==> src/rtl/ctrl_pkg.sv <==
// -----------------------------------------------------------------------------
// ctrl_pkg
// Shared definitions for the datapath sequencing controller:
//   - one-hot FSM state encoding (HALT only when CTRL_ILLEGAL_TRAP_EN is defined)
//   - opcode / ALU-op field constants and an instruction classifier
//   - nsel one-hot register-select constants
//   - vsel write-back mux constants
// Optional feature macro: CTRL_ILLEGAL_TRAP_EN (adds the HALT state).
// -----------------------------------------------------------------------------
package ctrl_pkg;

  // Latched instruction is {opcode[2:0], op[1:0]}.
  localparam int INSTR_W = 5;

`ifdef CTRL_ILLEGAL_TRAP_EN
  localparam int STATE_W = 9;
`else
  localparam int STATE_W = 8;
`endif

  typedef enum logic [STATE_W-1:0] {
    S_WAIT   = STATE_W'(1 << 0),
    S_DECODE = STATE_W'(1 << 1),
    S_WR_IMM = STATE_W'(1 << 2),
    S_GET_A  = STATE_W'(1 << 3),
    S_GET_B  = STATE_W'(1 << 4),
    S_ALU    = STATE_W'(1 << 5),
    S_CMP    = STATE_W'(1 << 6),
`ifdef CTRL_ILLEGAL_TRAP_EN
    S_WR_REG = STATE_W'(1 << 7),
    S_HALT   = STATE_W'(1 << 8)
`else
    S_WR_REG = STATE_W'(1 << 7)
`endif
  } state_e;

  // Opcode field values.
  localparam logic [2:0] OP_MOV = 3'b110;
  localparam logic [2:0] OP_ALU = 3'b101;

  // op field under OP_ALU.
  localparam logic [1:0] ALU_ADD = 2'b00;
  localparam logic [1:0] ALU_CMP = 2'b01;
  localparam logic [1:0] ALU_AND = 2'b10;
  localparam logic [1:0] ALU_MVN = 2'b11;

  // op field under OP_MOV.
  localparam logic [1:0] MOV_REG = 2'b00;
  localparam logic [1:0] MOV_IMM = 2'b10;

  // Register-file select, one-hot.
  localparam logic [2:0] NSEL_NONE = 3'b000;
  localparam logic [2:0] NSEL_RN   = 3'b001;
  localparam logic [2:0] NSEL_RD   = 3'b010;
  localparam logic [2:0] NSEL_RM   = 3'b100;

  // Write-back mux select.
  localparam logic [1:0] VSEL_C      = 2'b00;
  localparam logic [1:0] VSEL_ZERO   = 2'b01;
  localparam logic [1:0] VSEL_SXIMM8 = 2'b10;
  localparam logic [1:0] VSEL_MDATA  = 2'b11;

  typedef enum logic [2:0] {
    I_MOV_IMM,
    I_MOV_REG,
    I_ADD,
    I_AND,
    I_CMP,
    I_MVN,
    I_UNDEF
  } instr_e;

  // Classify a latched {opcode, op} pair.
  function automatic instr_e decode_instr(input logic [INSTR_W-1:0] ir);
    instr_e cls;
    cls = I_UNDEF;
    case (ir)
      {OP_MOV, MOV_IMM}: cls = I_MOV_IMM;
      {OP_MOV, MOV_REG}: cls = I_MOV_REG;
      {OP_ALU, ALU_ADD}: cls = I_ADD;
      {OP_ALU, ALU_AND}: cls = I_AND;
      {OP_ALU, ALU_CMP}: cls = I_CMP;
      {OP_ALU, ALU_MVN}: cls = I_MVN;
      default:           cls = I_UNDEF;
    endcase
    return cls;
  endfunction

endpackage

==> src/rtl/ctrl_state_reg.sv <==
// -----------------------------------------------------------------------------
// ctrl_state_reg
// Plain D register of parameterised width with asynchronous active-low reset
// to RESET_VAL. Used for the FSM state and the latched instruction.
// Ports:
//   clk    in   rising-edge clock
//   rst_n  in   asynchronous active-low reset
//   d_i    in   next value
//   q_o    out  registered value
// -----------------------------------------------------------------------------
module ctrl_state_reg #(
  parameter int               WIDTH     = 1,
  parameter logic [WIDTH-1:0] RESET_VAL = '0
) (
  input  logic             clk,
  input  logic             rst_n,
  input  logic [WIDTH-1:0] d_i,
  output logic [WIDTH-1:0] q_o
);

  // NOTE: sequential state is updated with non-blocking assignments so every
  // register samples its inputs from before the clock edge; the async reset
  // puts the register in a known value without waiting for a clock.
  always_ff @(posedge clk or negedge rst_n) begin
    if (!rst_n) begin
      q_o <= RESET_VAL;
    end else begin
      q_o <= d_i;
    end
  end

endmodule

==> src/rtl/datapath_ctrl.sv <==
// -----------------------------------------------------------------------------
// datapath_ctrl
// Moore sequencing FSM for the simple RISC datapath. One instruction is
// accepted per start pulse seen in WAIT; {opcode, op} is latched on accept and
// only the latched copy steers the rest of the sequence. All outputs decode
// from the state and the latched instruction, never from s.
// Optional feature macro: CTRL_ILLEGAL_TRAP_EN -- undefined instructions park
// the FSM in HALT and raise the illegal port; otherwise they act as a NOP.
// Ports:
//   clk, rst_n              clock, asynchronous active-low reset
//   s                       start, sampled only in WAIT
//   opcode[2:0], op[1:0]    instruction fields from the instruction register
//   w                       high only in WAIT (ready)
//   nsel[2:0]               one-hot register select (Rn/Rd/Rm)
//   loada/loadb/loadc/loads load enables for A, B, C and status
//   asel, bsel              ALU input muxes (zero into A, sximm5 into B)
//   vsel[1:0]               write-back mux select
//   write                   register-file write enable
//   illegal                 sticky illegal-instruction flag (trap build only)
// -----------------------------------------------------------------------------
module datapath_ctrl
  import ctrl_pkg::*;
(
  input  logic       clk,
  input  logic       rst_n,
  input  logic       s,
  input  logic [2:0] opcode,
  input  logic [1:0] op,
  output logic       w,
  output logic [2:0] nsel,
  output logic       loada,
  output logic       loadb,
  output logic       loadc,
  output logic       loads,
  output logic       asel,
  output logic       bsel,
  output logic [1:0] vsel,
`ifdef CTRL_ILLEGAL_TRAP_EN
  output logic       write,
  output logic       illegal
`else
  output logic       write
`endif
);

  state_e               state_q, state_d;
  logic [STATE_W-1:0]   state_raw;
  logic [INSTR_W-1:0]   ir_q, ir_d;
  instr_e               instr;

  ctrl_state_reg #(
    .WIDTH     (STATE_W),
    .RESET_VAL (S_WAIT)
  ) u_state_reg (
    .clk   (clk),
    .rst_n (rst_n),
    .d_i   (state_d),
    .q_o   (state_raw)
  );

  assign state_q = state_e'(state_raw);

  ctrl_state_reg #(
    .WIDTH     (INSTR_W),
    .RESET_VAL ('0)
  ) u_ir_reg (
    .clk   (clk),
    .rst_n (rst_n),
    .d_i   (ir_d),
    .q_o   (ir_q)
  );

  assign instr = decode_instr(ir_q);

  // Next-state and instruction-latch logic.
  // NOTE: every signal assigned in this block gets a default first, so no path
  // leaves it unassigned and no latch is inferred.
  always_comb begin
    state_d = state_q;
    ir_d    = ir_q;
    unique case (state_q)
      S_WAIT: begin
        if (s) begin
          ir_d    = {opcode, op};
          state_d = S_DECODE;
        end
      end
      S_DECODE: begin
        unique case (instr)
          I_MOV_IMM:            state_d = S_WR_IMM;
          I_MOV_REG, I_MVN:     state_d = S_GET_B;
          I_ADD, I_AND, I_CMP:  state_d = S_GET_A;
`ifdef CTRL_ILLEGAL_TRAP_EN
          default:              state_d = S_HALT;
`else
          default:              state_d = S_WAIT;
`endif
        endcase
      end
      S_GET_A:  state_d = S_GET_B;
      S_GET_B:  state_d = (instr == I_CMP) ? S_CMP : S_ALU;
      S_ALU:    state_d = S_WR_REG;
      S_CMP:    state_d = S_WAIT;
      S_WR_REG: state_d = S_WAIT;
      S_WR_IMM: state_d = S_WAIT;
`ifdef CTRL_ILLEGAL_TRAP_EN
      // Only rst_n leaves HALT.
      S_HALT:   state_d = S_HALT;
`endif
      // Any non-one-hot pattern recovers to WAIT.
      default:  state_d = S_WAIT;
    endcase
  end

  // Moore output decode.
  always_comb begin
    w     = 1'b0;
    nsel  = NSEL_NONE;
    loada = 1'b0;
    loadb = 1'b0;
    loadc = 1'b0;
    loads = 1'b0;
    asel  = 1'b0;
    bsel  = 1'b0;
    vsel  = VSEL_C;
    write = 1'b0;
    unique case (state_q)
      S_WAIT:   w = 1'b1;
      S_WR_IMM: begin
        nsel  = NSEL_RN;
        vsel  = VSEL_SXIMM8;
        write = 1'b1;
      end
      S_GET_A: begin
        nsel  = NSEL_RN;
        loada = 1'b1;
      end
      S_GET_B: begin
        nsel  = NSEL_RM;
        loadb = 1'b1;
      end
      S_ALU: begin
        loadc = 1'b1;
        // MOV Rd,Rm passes B through the ALU as 0 + B.
        asel  = (instr == I_MOV_REG);
      end
      S_CMP:    loads = 1'b1;
      S_WR_REG: begin
        nsel  = NSEL_RD;
        vsel  = VSEL_C;
        write = 1'b1;
      end
      default: ;
    endcase
  end

`ifdef CTRL_ILLEGAL_TRAP_EN
  // HALT is only left through reset, so decoding it gives a sticky flag.
  assign illegal = (state_q == S_HALT);
`endif

endmodule

==> config.mk <==
export PLATFORM = sky130hd
export DESIGN_NAME = datapath_ctrl
export DESIGN_NICKNAME = d
export VERILOG_FILES = /design/src/rtl/ctrl_pkg.sv /design/src/rtl/ctrl_state_reg.sv /design/src/rtl/datapath_ctrl.sv
export SDC_FILE = /design/constraint.sdc
export NUM_CORES = 1
export LEC_CHECK = 0
export BUFFER_PORTS_ARGS = -buffer_cell sky130_fd_sc_hd__buf_2
export CAP_MARGIN = 40
export CORE_ASPECT_RATIO = 0.9
export CORE_MARGIN = 4
export CORE_UTILIZATION = 45
export DETAILED_ROUTE_END_ITERATION = 10
export PLACE_DENSITY = 0.7
export SYNTH_ARGS = -nofsm -noshare
export SYNTH_HDL_FRONTEND = slang
export SYNTH_SLANG_ARGS = --single-unit
==> constraint.sdc <==
create_clock -name clk -period 2.1 [get_ports clk]
set_input_delay 0.315 -clock clk [delete_from_list [all_inputs] [get_ports clk]]
set_output_delay 0.315 -clock clk [all_outputs]
set_load 0.01 [all_outputs]
; Word-level counts from Yosys, hierarchy flattened
; Index checks and enable logic that the tools add are counted.
[word_totals]
regBits = 13
latchBits = 0
mem_bits_rw = 0
mem_bits_ro = 0
input_bits = 8
out_inout_bits = 13
wordCells = 42
memories = 0
[classes]
n_addsub = 0
multipliers = 0
n_div = 0
n_lt_le_gt_ge = 0
n_eq_ne = 20
shifts = 0
muxes = 14
bitwise_logic = 0
reduce_logical = 6
[ops]
columns = op, count
row1 = one-hot mux 8 bit (5 select lines), 1
row2 = == test 5 bit (second input constant), 6
row3 = one-hot mux 3 bit (6 select lines), 1
row4 = one-hot mux 5 bit (3 select lines), 1
row5 = one-hot mux 3 bit (3 select lines), 1
row6 = == test 8 x 1 -> 1 bit (second input constant), 1
row7 = == test 8 x 2 -> 1 bit (second input constant), 1
row8 = == test 8 x 3 -> 1 bit (second input constant), 1
row9 = == test 8 x 4 -> 1 bit (second input constant), 1
row10 = == test 8 x 5 -> 1 bit (second input constant), 1
row11 = == test 8 x 6 -> 1 bit (second input constant), 1
row12 = == test 8 x 7 -> 1 bit (second input constant), 1
row13 = == test 8 bit (second input constant), 1
row14 = 2-to-1 mux 8 bit, 1
row15 = 2-to-1 mux 1 bit, 7
row16 = 2-to-1 mux 7 bit, 1
row17 = == test 3 x 2 -> 1 bit (second input constant), 2
row18 = == test 3 bit (second input constant), 2
row19 = OR reduction 2 bit, 3
row20 = == test 3 x 1 -> 1 bit (second input constant), 1
row21 = logical NOT 3 bit, 1
row22 = OR reduction 3 bit, 1
row23 = 2-to-1 mux 2 bit, 1
row24 = != test 2 bit (second input constant), 1
row25 = AND reduction 2 bit, 1

; Logic depth before layout (Yosys ltp)
; Gate-level depths: netlist of run 1.
[logic_depth]
ltp_word = 6
mapped_depth = 5
mapped_depth_nobuf = 4

; Hierarchy
; From an unflattened synthesis of run 1, not the netlist that was laid out.
[unflattened]
cells_unflattened = 71
hier_area_um2 = 739.5
[modules_own_cells]
columns = mod, n_inst, cells_per_inst, area_per_inst_um2, seq_area_each_um2
row1 = datapath_ctrl, 1, 58, 412.9, 0.0
row2 = ctrl_state_reg at u_state_reg, 1, 8, 201.4, 201.4
row3 = ctrl_state_reg at u_ir_reg, 1, 5, 125.1, 125.1

; Worst setup path after synthesis of run 1
; Ideal clock, no wire load.
[synth_timing]
path_kind = register -> output
startpoint = reg u_state_reg.q_o[7]
endpoint = out asel
t_arrival_ns = 1.711
required_ns = 1.785
slack_ns = 0.074
path_stages_with_launch = 5
path_buffers = 0
path_cell_list = dfrtp_1 -> or4_4 -> or3_4 -> nor2_4 -> and4_1
[synth_via]
elab_chain_cells = 2
[synth_lines]
columns = item, line_no
row1 = start: declaration, ctrl_state_reg.sv:18  ; output logic [WIDTH-1:0] q_o
row2 = start signal: assignment, ctrl_state_reg.sv:28  ; q_o <= d_i;
row3 = == test 8 x 6 -> 1 bit, datapath_ctrl.sv:127  ; unique case (state_q)
row4 = 2-to-1 mux 1 bit, datapath_ctrl.sv:127
row5 = end: declaration, datapath_ctrl.sv:35  ; output logic asel,
; Every way passes these cells.

; Worst setup path in the final report of run 1
[layout_timing]
startpoint = reg u_state_reg.q_o[3]
endpoint = out asel
; The elaborated chain is that of the path after synthesis.

==> impl_summary.md, run 1 <==
Pwr
The switching power summed over all nets is 387 uW. The worst IR drop on VDD is 0.578 mV. The portion of total power attributed to sequential cells is 41.4%. The portion of total power attributed to the clock network is 14.2%. Combinational logic is responsible for 44.4% of the overall power. The areal power density over the cells is 1000 mW/mm^2. The leakage power is 0.473 nW.

In this run switching power makes up 37.4% of total power. The internal power summed over all cells is 649 uW. The design draws 1.04 mW.

Clock network
The total CTS buffers is 3. For the worst-skew pair, the clock arrives at the later sink with an insertion delay of 0.27 ns. The tree is rooted in a clkbuf_4. After clock tree synthesis, the clock-pin slew on the worst setup and hold paths is 0.07 ns. In this run the deepest clock path goes through 2 buffers. The number of sinks on the clock net is 13. The count of H-tree levels built during CTS is 1.

The clock tree from TritonCTS is built.

Finish
For this run, the post-layout net count is 120. The final antenna diode count is 0. The final standard cell area without fillers is 0.00103 sq mm.

The footprint of the flip-flops and latches is 327 sq um. The fraction of layout instances using a drive strength above 1 is 46.8%. The number of standard cells in the final layout excluding fillers is 133. The area added between synthesis and finish is 33.1%. The multi-input combinational cells in the finished layout cover a total of 459 sq um. The number of filler instances in the final layout is 141.

Timing
The final-report hold violation count was 0. The total of endpoints with negative setup slack in the final report is 7. After layout, the worst path uses 112% of the clock period. Based on the critical path, the design can be clocked at up to 425 MHz.

The final clock skew is 0.00306 ns. The final sum of negative setup slack is -1.09 ns. Setup repair after global routing could not meet its margin everywhere. The final worst-path setup slack is -0.254 ns. The tightest hold margin is 0.271 ns. The total count of max-transition violations in the final report was 0. The minimum clock period is 2.35 ns.

Worst setup path
The largest delay contributor family on the critical path is simple AND/OR/NAND/NOR gates. The required time of the critical path is 1.78 ns. For the worst setup path, the data arrival time is 2.04 ns.

The worst register-to-register path begins at u_state_reg.q_o[3]. The cell count of the worst reg-to-reg path is 5. The number of buffers and inverters on the critical path is 1. The critical path is of the reg2out type. The cell with the largest stage delay on the worst path is or4_4. The critical path launch point type is a register.

The setup slack of the most critical reg-to-reg path is 0.27 ns. The largest single stage delay on the critical path is 0.54 ns. The element type at the critical path end is an output port. The largest fanout on the critical path is 3. The critical path goes through or4_4 -> or3_4 -> nor2_4 -> and4_1 -> buf_2. The worst register-to-register path ends at u_ir_reg.q_o[2].

Run status
The flow ran to the end, but the final reports show violations. The final reports fail on setup timing.

Global route
The remaining global-route overflow is 0. The initial antenna violation count is 0. For this run, the total global-route usage over all layers was measured as 17.0%. Entering global routing, the biggest net connects 14 pins. The number of global-route vias before repair was 708.

The wire length of the first global-routing pass is 2910 um.

Placed design
After detailed placement, the design holds a cell count of 123. The placement-stage cell area is 907 sq um. The quantity of I/O buffers inserted on ports is 18. At the end of routability-driven placement, the weighted congestion stood at 0.756. Detailed placement ended at an HPWL of 1230 um.

Synthesis
The count of state elements after synthesis is 13. The synthesized netlist cell count is 82. The number of distinct standard cells referenced by the synthesized netlist is 36. The portion of the post-synthesis area used by sequential elements is 42.2%. The netlist area before placement is 774 sq um. The Yosys step of the flow raised 0 warnings. The average cell area after synthesis is 9.45 sq um.

Floorplanning
The die covers 0.00245 sq mm. Once the floorplan was initialized, standard cells occupied 50.7% of the core. The total area inside the core boundary comes to 0.00153 sq mm.

The die boundary height is 47.4 um. The floorplan step set the die width to 51.7 um. The number of primary I/O pins is 21. The standard-cell row count is 13.

Min path
The worst hold path belongs to the class in2reg. The startpoint of the tightest hold check path is opcode[2]. For hold timing, the worst endpoint is u_ir_reg.q_o[4].

The worst hold path passes through 2 cells.

Route
The final layout contains routed wiring with a total length of 1760 um. The detailed router placed 696 vias in this run. In the routed design, unresolved DRC markers number 0.

After detailed routing, the number of vias per cell comes to 5.23. The average wire per cell in the routed design is 13.2 um. The number of search-and-repair iterations in the first detailed-routing pass is 4. The final antenna-violating net count is 0. The number of DRC markers after the initial detailed-route iteration is 10.

Run
Max-cap violations in this run came to 0.
## sequential cells by signal, summed over array words and instances, names as in the netlist
register         cells
u_state_reg.q_o      8
u_ir_reg.q_o         5
## cell usage in the layout (no fill, tap or decap), drive strengths merged, types with 3 or more instances in the layout
cell type  instances
or3                4
dfrtp             12
nor2              11
nor3               4
nand2b             7
buf               28
o21ai              3
mux2               5
clkbuf             4
a21oi              4
nand2              5
## logic make-up after synthesis
kind of cell / Yosys count / synth area share, %
and+or+nand+nor: 45 / 36.7
DFF: 13 / 42.2
AOI/OAI and AO/OA: 10 / 7.27
buffers and inverters: 6 / 3.88
muxes: 5 / 7.27
xor gates and xnor gates: 2 / 2.26
other: 1 / 0.484
## how the worst max path moves through the flow
| stage | slack [ns] | cells after the start | end | startpoint |
|---|---|---|---|---|
| after detailed placement | 0.09 | 5 | asel | u_state_reg.q_o[7] |
| after floorplan | 0.07 | 4 | asel | u_state_reg.q_o[7] |
| after global placement | 0.12 | 5 | asel | u_state_reg.q_o[7] |
| after CTS | -0.19 | 5 | asel | u_state_reg.q_o[7] |
| final | -0.25 | 5 | asel | u_state_reg.q_o[3] |
| after global routing | -0.32 | 5 | asel | u_state_reg.q_o[3] |
## layout make-up
class | count | share of cell area [%]
multi-input cells | 64 | 44.5
flip-flops and latches | 13 | 31.7
repair buffers | 29 | 18.2
well taps | 22 | 2.67
clock buffers | 4 | 2.55
inverters | 1 | 0.364
## Yosys cell counts, drive strengths merged
master	n	area, sq um
dfstp	1	26.3
o211ai	1	7.51
inv	1	3.75
o22ai	1	6.26
and4	1	8.76
nor2	11	48.8
and3	1	6.26
nand2b	7	43.8
nor3b	2	15.0
nand2	5	21.3
or4	1	11.3
xor2	1	8.76
or3b	1	8.76
or3	4	30.0
or2	1	6.26
xnor2	1	8.76
nor4b	1	8.76
nor2b	1	6.26
and2	1	6.26
conb	1	3.75
and4b	1	10.0
nand3	1	5.00
o21bai	1	7.51
o21ai	3	15.0
nor3	4	31.3
clkbuf	3	11.3
dfrtp	12	300
mux2	5	56.3
buf	2	15.0
nand4b	1	8.76
a21oi	4	20.0
or2b	1	7.51
## worst reg2reg max path, cell delays in order (launching register included)
cell,delay [ns]
dfrtp_1,0.39
or4_4,0.54
buf_4,0.16
nor3_4,0.19
nand2_2,0.14
mux2_2,0.30
## metrics by stage
step	worst slack, ns	utilization (%)
after floorplan	0.0737	-
after global placement	0.122	59.3
after detailed placement	0.0905	59.3
after CTS	-0.189	64.9
after global routing	-0.325	67.4
final	-0.254	67.4
## routing by layer
layer  GRT usage, %  wire length [um]  up-vias
li1               -                 -      341
met1           18.5               730      321
met2           29.9               871       25
met3           4.13                94        9
met4           12.0                59        0
met5              0                 0        -
## power by group through the flow
stage               clock network (mW)  registers (mW)  logic (mW)
floorplan                            0           0.376       0.345
global placement                     0           0.425       0.377
detailed placement                   0           0.425       0.386
CTS                              0.149           0.424       0.441
global route                     0.171           0.444       0.512
finish                           0.147           0.429       0.460
## timing repair
| item | 4_1_cts | 5_1_grt |
|---|---|---|
| setup endpoints to repair | 7 | 9 |
| gates cloned | 0 | 0 |
| pin swaps | 0 | 6 |
| setup buffers | 3 | 3 |
| resized for setup | 6 | 6 |
| hold endpoints to repair | 12 | 0 |
| hold buffers | 1 | 0 |
Note: power is estimated with default switching activity, not from simulation.
==> inputs of run 2 (changes only) <==
--- a/config.mk
+++ b/config.mk
@@ -5,13 +5,14 @@
 export SDC_FILE = /design/constraint.sdc
 export NUM_CORES = 1
 export LEC_CHECK = 0
+export ABC_AREA = 1
 export BUFFER_PORTS_ARGS = -buffer_cell sky130_fd_sc_hd__buf_2
 export CAP_MARGIN = 40
 export CORE_ASPECT_RATIO = 0.9
 export CORE_MARGIN = 4
 export CORE_UTILIZATION = 45
 export DETAILED_ROUTE_END_ITERATION = 10
-export PLACE_DENSITY = 0.7
+export PLACE_DENSITY = 0.71
 export SYNTH_ARGS = -nofsm -noshare
 export SYNTH_HDL_FRONTEND = slang
 export SYNTH_SLANG_ARGS = --single-unit
==> impl_summary.md, run 2 <==
Run status
The flow ran to the end, and the final reports show no timing, DRC or antenna violations.

Clock network
The library cell used as clock root buffer is clkbuf_4. The clock insertion delay at the later pin of the skew report is 0.28 ns. The register clock-pin slew on the reported worst setup and hold paths is 0.08 ns. The largest buffer count on any clock path is 2.

The buffers inserted during post-CTS setup optimization is 0. The total CTS buffers is 3. TritonCTS built the clock tree. In this run the number of H-tree levels came out at 1. The number of sinks on the clock net is 13.

Pwr
The analysis attributes to net switching a power of 345 uW. The relative contribution of combinational cells to total power is 37.1%. The portion of total power attributed to sequential cells is 44.6%. The worst IR drop on VDD is 0.528 mV. The leakage power is 0.482 nW. The portion of total power attributed to the clock network is 18.3%.

In this run the power density over the cells is 965 mW/mm^2. The switching share of power is 41.0%. Cell internal power was estimated by the tool at 498 uW.

Finish
The largest registers in the layout are u_state_reg.q_o x8, u_ir_reg.q_o x5. Counting the fill cells in the layout gives 147. The sequential cells in the finished layout cover a total of 327 sq um. The final antenna diode count is 0.

The number of nets in the final layout is 129. The area added between synthesis and finish is 19.5%. The register with the most flip-flops in the layout has 8 of them. The number of standard cells in the final layout excluding fillers is 142. The commonest non-fill, non-tap cell in the layout is nand2_1. More flip-flops sit in one register than any other, and that register is u_state_reg.q_o. Leaving out fill and tap cells, the most frequent cells in the layout are nand2_1 (20), buf_2 (18), inv_1 (17), nor2_1 (14), dfrtp_1 (12).

Cells with a size suffix above 1 make up 28.3% of the layout. Summing all multi-input logic gate instances after layout gives 320 sq um.

Min path
The type of the tightest min-delay check is in2reg. The cell depth of the worst hold path is 3. The capture endpoint of the worst hold path is u_ir_reg.q_o[4]. The worst hold path begins at opcode[2].

Route
The average vias per placed instance is 4.73. The average wire per cell in the routed design is 10.8 um. The detail route stage leaves a number of antenna-violating nets equal to 0. The sum of routed wire length over all layers is 1530 um. Across all layers, the routed design uses 671 vias.

The number of search-and-repair iterations in the first detailed-routing pass is 4. The number of DRC markers after the initial detailed-route iteration is 8. The residual DRC count is 0.

Timing
The total count of max-transition violations in the final report is 0. The final worst-path cycle share is 91.8%. The final clock skew is 0.00112 ns. Setup repair after global routing left no endpoint under its margin. The upper clock frequency limit is 519 MHz. The clock period could shrink to 1.93 ns. The final-report hold violation count is 0. The total of endpoints with negative setup slack in the final report is 0. The final sum of negative setup slack is 0 ns.

Synthesis
The cell taking the most area after synthesis is dfrtp_1. In the synthesized netlist the async set-or-reset flop fraction comes to 100%. Sorting the synthesized cells by area gives the leading types as dfrtp_1 (41%), nand2_1 (10%), inv_1 (8.7%), nor2_1 (7.2%), nand3_1 (4.8%). The most instantiated flip-flop cell in the synthesis netlist is dfrtp_1.

Counting flops with a built-in enable in the synthesized netlist gives 0. Yosys printed 0 warnings. The dominant cell by count in the synthesized netlist is nand2_1. In this run, distinct cell masters in the synthesized netlist total 19. After synthesis, flip-flops and latches occupy 44.7% of the total area. Summing every instance area after synthesis gives 731 sq um.

A synthesized cell averages 7.46 sq um. The count of state elements after synthesis is 13. The synthesized design devotes to its leading area cell type 41.1% of total area. After synthesis, the most frequently instantiated cells are nand2_1 (20), inv_1 (17), nor2_1 (14).

The synthesized netlist cell count is 98.

Worst setup path
The required time of the critical path is 1.78 ns. The launching point of the worst reg2reg path is u_state_reg.q_o[7]. Data arrives at the worst endpoint at 1.61 ns. The slowest stage of the critical path is the dfrtp_1 cell. The endpoint of the lowest-slack register-to-register path is u_state_reg.q_o[2]. The buffering stage count on the worst path with inverters included is 2.

Traced cell by cell, the critical path runs through inv_1 -> nand4_1 -> o21ai_0 -> nand2_1 -> nor2_1 -> buf_2. Counting cells, the worst reg-to-reg path comes to 5. The largest delay contributor family on the critical path is simple AND/OR/NAND/NOR gates. The element type at the critical path end is an output port. The critical path in this run is classified as reg2out. The peak per-stage delay on the critical path is 0.36 ns. The worst setup path is launched from a register. For flop-to-flop paths, the worst setup slack is 0.76 ns. Of all nets on the critical path, the largest fanout is 4.

Run
The max-capacitance violation count is 0.

Floorplanning
The area of the die is 0.00233 sq mm. The number of primary I/O pins is 21. The die boundary height is 46.2 um. Measured along the x axis, the die boundary spans 50.5 um. The starting utilization of the core area is 48.8%. The standard-cell row count is 13. The standard cell core area is 0.00150 sq mm.

Placed design
The quantity of I/O buffers inserted on ports is 18. Counting tap cells, the placed design contains a total of 137 instances. The final weighted congestion in routability-driven placement is 0.833. The half-perimeter wire length after detailed placement is 1200 um.

Global route
The remaining global-route overflow is 0. The initial antenna violation count is 0. The first global-routing pass estimated 2660 um of wire. The number of global-route vias before repair came to 628. Entering global routing, the biggest net connects 14 pins.

Global routing used 15.5% of the available tracks across all layers.
[run 2: worst max-delay path by stage]
stage                     cells after the start  endpoint               start
after detailed placement                      7      asel  u_state_reg.q_o[7]
after CTS                                     7      asel  u_state_reg.q_o[7]
final                                         6      asel     u_ir_reg.q_o[2]
after floorplan                               6      asel  u_state_reg.q_o[1]
after global routing                          6      asel     u_ir_reg.q_o[2]
after global placement                        7      asel  u_state_reg.q_o[7]
[run 2: cell type report]
type                            count  area share [%]
Clock buffer                        4            3.01
Inverter                           19            8.31
Multi-Input combinational cell     65            36.7
Sequential cell                    13            37.4
Tap cell                           22            3.15
Timing Repair Buffer               19            11.5
[run 2: power by group through the flow]
stage               clock, mW  sequential [mW]  combinational (mW)
finish                  0.154            0.376               0.313
global route            0.167            0.388               0.359
CTS                     0.157            0.374               0.315
detailed placement          0            0.379               0.311
global placement            0            0.374               0.300
floorplan                   0            0.367               0.239
[run 2: metal layers]
layer  vias up  wire length (um)  global-route usage, %
li1        346                 -                      -
met4         0                18                   9.14
met2        22               728                   23.2
met1       299               679                   20.0
met5         -                 0                      0
met3         4               102                   4.53
[run 2: logic make-up after synthesis]
logic type      Yosys count  share of synthesized area, %
compound gates            6                          4.11
simple gates             57                          38.7
other cells               1                         0.513
flops                    13                          44.7
buf+inv                  21                          12.0
[run 2: through the flow]
step	setup WS (ns)	hold WS, ns	total power [mW]	util, %	instance area, sq um
final	0.172	0.225	0.843	58.4	873
after global routing	0.0679	0.226	0.914	58.4	873
after CTS	0.194	0.229	0.847	58.4	873
after detailed placement	0.536	0.214	0.689	55.9	837
after global placement	0.549	0.212	0.674	55.9	837
after floorplan	0.610	0.0194	0.606	-	734
[run 2: what timing repair did]
action                    4_1_cts  5_1_grt
hold buffers                    1        0
hold endpoints to repair       12        0
gates resized for setup         0        0
[run 2: worst min-delay path, delay by kind of cell]
| kind | cells | cell delay (ns) |
|---|---|---|
| simple gates | 2 | 0.08 |
| buf+inv | 1 | 0.07 |
==> inputs of run 3 (changes only) <==
--- a/config.mk
+++ b/config.mk
@@ -10,9 +10,10 @@
 export CAP_MARGIN = 40
 export CORE_ASPECT_RATIO = 0.9
 export CORE_MARGIN = 4
-export CORE_UTILIZATION = 45
+export CORE_UTILIZATION = 44
 export DETAILED_ROUTE_END_ITERATION = 10
-export PLACE_DENSITY = 0.71
+export PLACE_DENSITY = 0.72
+export SKIP_CTS_REPAIR_TIMING = 1
 export SYNTH_ARGS = -nofsm -noshare
 export SYNTH_HDL_FRONTEND = slang
 export SYNTH_SLANG_ARGS = --single-unit
==> constraint.sdc (replaced) <==
create_clock -name clk -period 1.7 [get_ports clk]
set_input_delay 0.255 -clock clk [delete_from_list [all_inputs] [get_ports clk]]
set_output_delay 0.255 -clock clk [all_outputs]
set_load 0.01 [all_outputs]
==> impl_summary.md, run 3 (synthesized netlist as in run 2, its figures left out) <==
Run status
The flow ran to the end, but the final reports show violations. The checks that failed: setup timing.

Route
The highest signal layer in the routed design is met4. The number of search-and-repair iterations in the first detailed-routing pass is 4. The average wire per cell in the routed design is 11.2 um.

The total number of vias is 666. Using the TritonRoute via totals, the vias-per-cell ratio works out to 4.50. For this run, design rule violations remaining after detail routing come to 0. After detailed routing, the total wire length is 1660 um. The number of DRC markers after the initial detailed-route iteration is 11. The detailed router put a total of 752 um of wire on met1. The met3 layer wire length in the routed design is 77 um.

In this run the remaining antenna-violating nets after routing total 0. The routed wire length on met2 is 816 um.

Floorplanning
The standard-cell row count is 13. The die boundary height is 46.7 um. The number of primary I/O pins is 21. The floorplan step defined a die boundary enclosing 0.00238 sq mm. The horizontal extent of the die is 51.0 um. The standard cell core area is 0.00151 sq mm.

The starting utilization of the core area is 48.3%.

Finish
In the final layout, the registers with the most flip-flops are u_state_reg.q_o x8, u_ir_reg.q_o x5. The fraction of layout instances using a drive strength above 1 is 34.1%. Excluding fillers, the count of instances in the completed layout stands at 148. From synthesis to final layout, the design area changed by 28.6%.

The number of flip-flops in the largest register is 8. In the layout the commonest cells are nand2_1 (19), buf_2 (18), inv_1 (17), nor2_1 (13), dfrtp_1 (12). The repair_antennas step left the layout with diodes totalling 0. The register with the highest flop count is u_state_reg.q_o. The final core area utilization is 62.1%.

The number of filler instances in the final layout is 136. Leaving out fill and tap cells, the most frequent cell in the layout is nand2_1. In the final design database the tool counted 135 nets.

Global route
Global routing used 14.4% of the available tracks. Entering global routing, the biggest net connects 14 pins. The number of global-route vias before repair is 563. The remaining global-route overflow is 0. The first global-routing pass estimated 2390 um of wire. The initial antenna violation count is 0.

Placed design
The congestion estimate from routability-driven global placement came to 0.820. Port buffering added 18 buffers. Including well taps, the total number of placed cells is 137.

Once detailed placement completed, the half-perimeter wirelength came to 1200 um.

Pwr
The worst IR drop on VDD is 0.609 mV. Summing internal, switching and leakage power gives 1.08 mW. Summed over all cells, the static leakage comes to 0.513 nW. For this design the ratio of total power to cell area is 1150 mW/mm^2.

Worst setup path
STA classifies the critical path endpoint as an output port. The worst setup path is launched from a register. Traced cell by cell, the critical path runs through nor2_4 -> nand2_2 -> nor2_4 -> inv_2 -> or2_0 -> nor2_1 -> buf_2. Along the worst path, the maximum fanout reaches 3. The critical path is of the reg2out type.

The peak per-stage delay on the critical path is 0.42 ns. The required time of the critical path is 1.44 ns. Among all stages on the critical path, the largest delay is contributed by dfrtp_1. The arrival time of data at the critical path endpoint is 1.56 ns.

The most common cell type on the critical path is nor2_4.

Clock network
The number of sinks on the clock net is 13. The later pin in the worst-skew pair is clocked with a latency of 0.27 ns. The register clock-pin slew on the reported worst setup and hold paths is 0.08 ns. Counting along the longest clock path gives a buffer depth of 2. The library cell used as clock root buffer is clkbuf_4. TritonCTS built the clock tree. The count of H-tree levels built during CTS is 1. Clock tree synthesis inserted a total of 3 buffers.

Timing
Setup repair after global routing could not meet its margin everywhere. The total count of max-transition violations in the final report is 0. After layout, the worst setup slack is -0.111 ns. The final clock skew is 0.00328 ns. The final critical path takes up 107% of the cycle. The upper clock frequency limit is 552 MHz. Adding up every negative setup slack in the final design gives -0.171 ns. After layout, the minimum clock period comes to 1.81 ns. The final-report hold violation count was 0. The total of endpoints with negative setup slack in the final report is 4.

Min path
The path class of the tightest hold or removal check is in2reg.

Run
Max-cap violations in this run came to 0.
run 3: final timing paths:
path | startpoint | endpoint | slack [ns] | depth (start not counted)
hold reg to reg | u_ir_reg.q_o[3] | u_ir_reg.q_o[3] | 0.53 | 2
max in group asynchronous | rst_n | u_state_reg.q_o[0] | 1.03 | 2
hold / removal | opcode[2] | u_ir_reg.q_o[4] | 0.17 | 3
setup / recovery | u_state_reg.q_o[6] | asel | -0.11 | 7
min in group asynchronous | rst_n | u_ir_reg.q_o[4] | 0.39 | 2
setup reg to reg | u_state_reg.q_o[0] | u_ir_reg.q_o[1] | 0.36 | 7
run 3: worst max-delay path, delay by kind of cell, from the launching register on:
family,cells,cell delay (ns)
AND/OR/NAND/NOR,5,0.68
flip-flops,1,0.42
buffers and inverters,2,0.18
run 3: stage by stage:
step | hold slack (ns) | cell area (sq um) | setup slack (ns)
floorplan | -0.0406 | 734 | 0.270
global placement | 0.153 | 837 | 0.213
detailed placement | 0.157 | 837 | 0.156
CTS | -0.145 | 863 | -0.162
global route | 0.159 | 940 | -0.222
finish | 0.168 | 940 | -0.111
run 3: layout make-up:
| cell class | count | area [sq um] | share of cell area [%] |
|---|---|---|---|
| clock buffers | 4 | 26.3 | 2.80 |
| inverters | 19 | 72.6 | 7.72 |
| multi-input cells | 65 | 342 | 36.4 |
| flip-flops and latches | 13 | 327 | 34.8 |
| well taps | 22 | 27.5 | 2.93 |
| repair buffers | 25 | 145 | 15.4 |
run 3: routing by layer:
| layer | global-route usage, % | vias to the layer above |
|---|---|---|
| met2 | 24.2 | 15 |
| met4 | 8.06 | 0 |
| met5 | 0 | - |
| met3 | 3.88 | 2 |
| li1 | - | 350 |
| met1 | 16.8 | 299 |
run 3: power breakdown:
part / switching, mW / internal [mW] / total (mW) / leakage [nW]
sequential: 0.0689 / 0.399 / 0.468 / 0.169
combinational: 0.269 / 0.157 / 0.426 / 0.329
clock: 0.0996 / 0.0909 / 0.190 / 0.0150
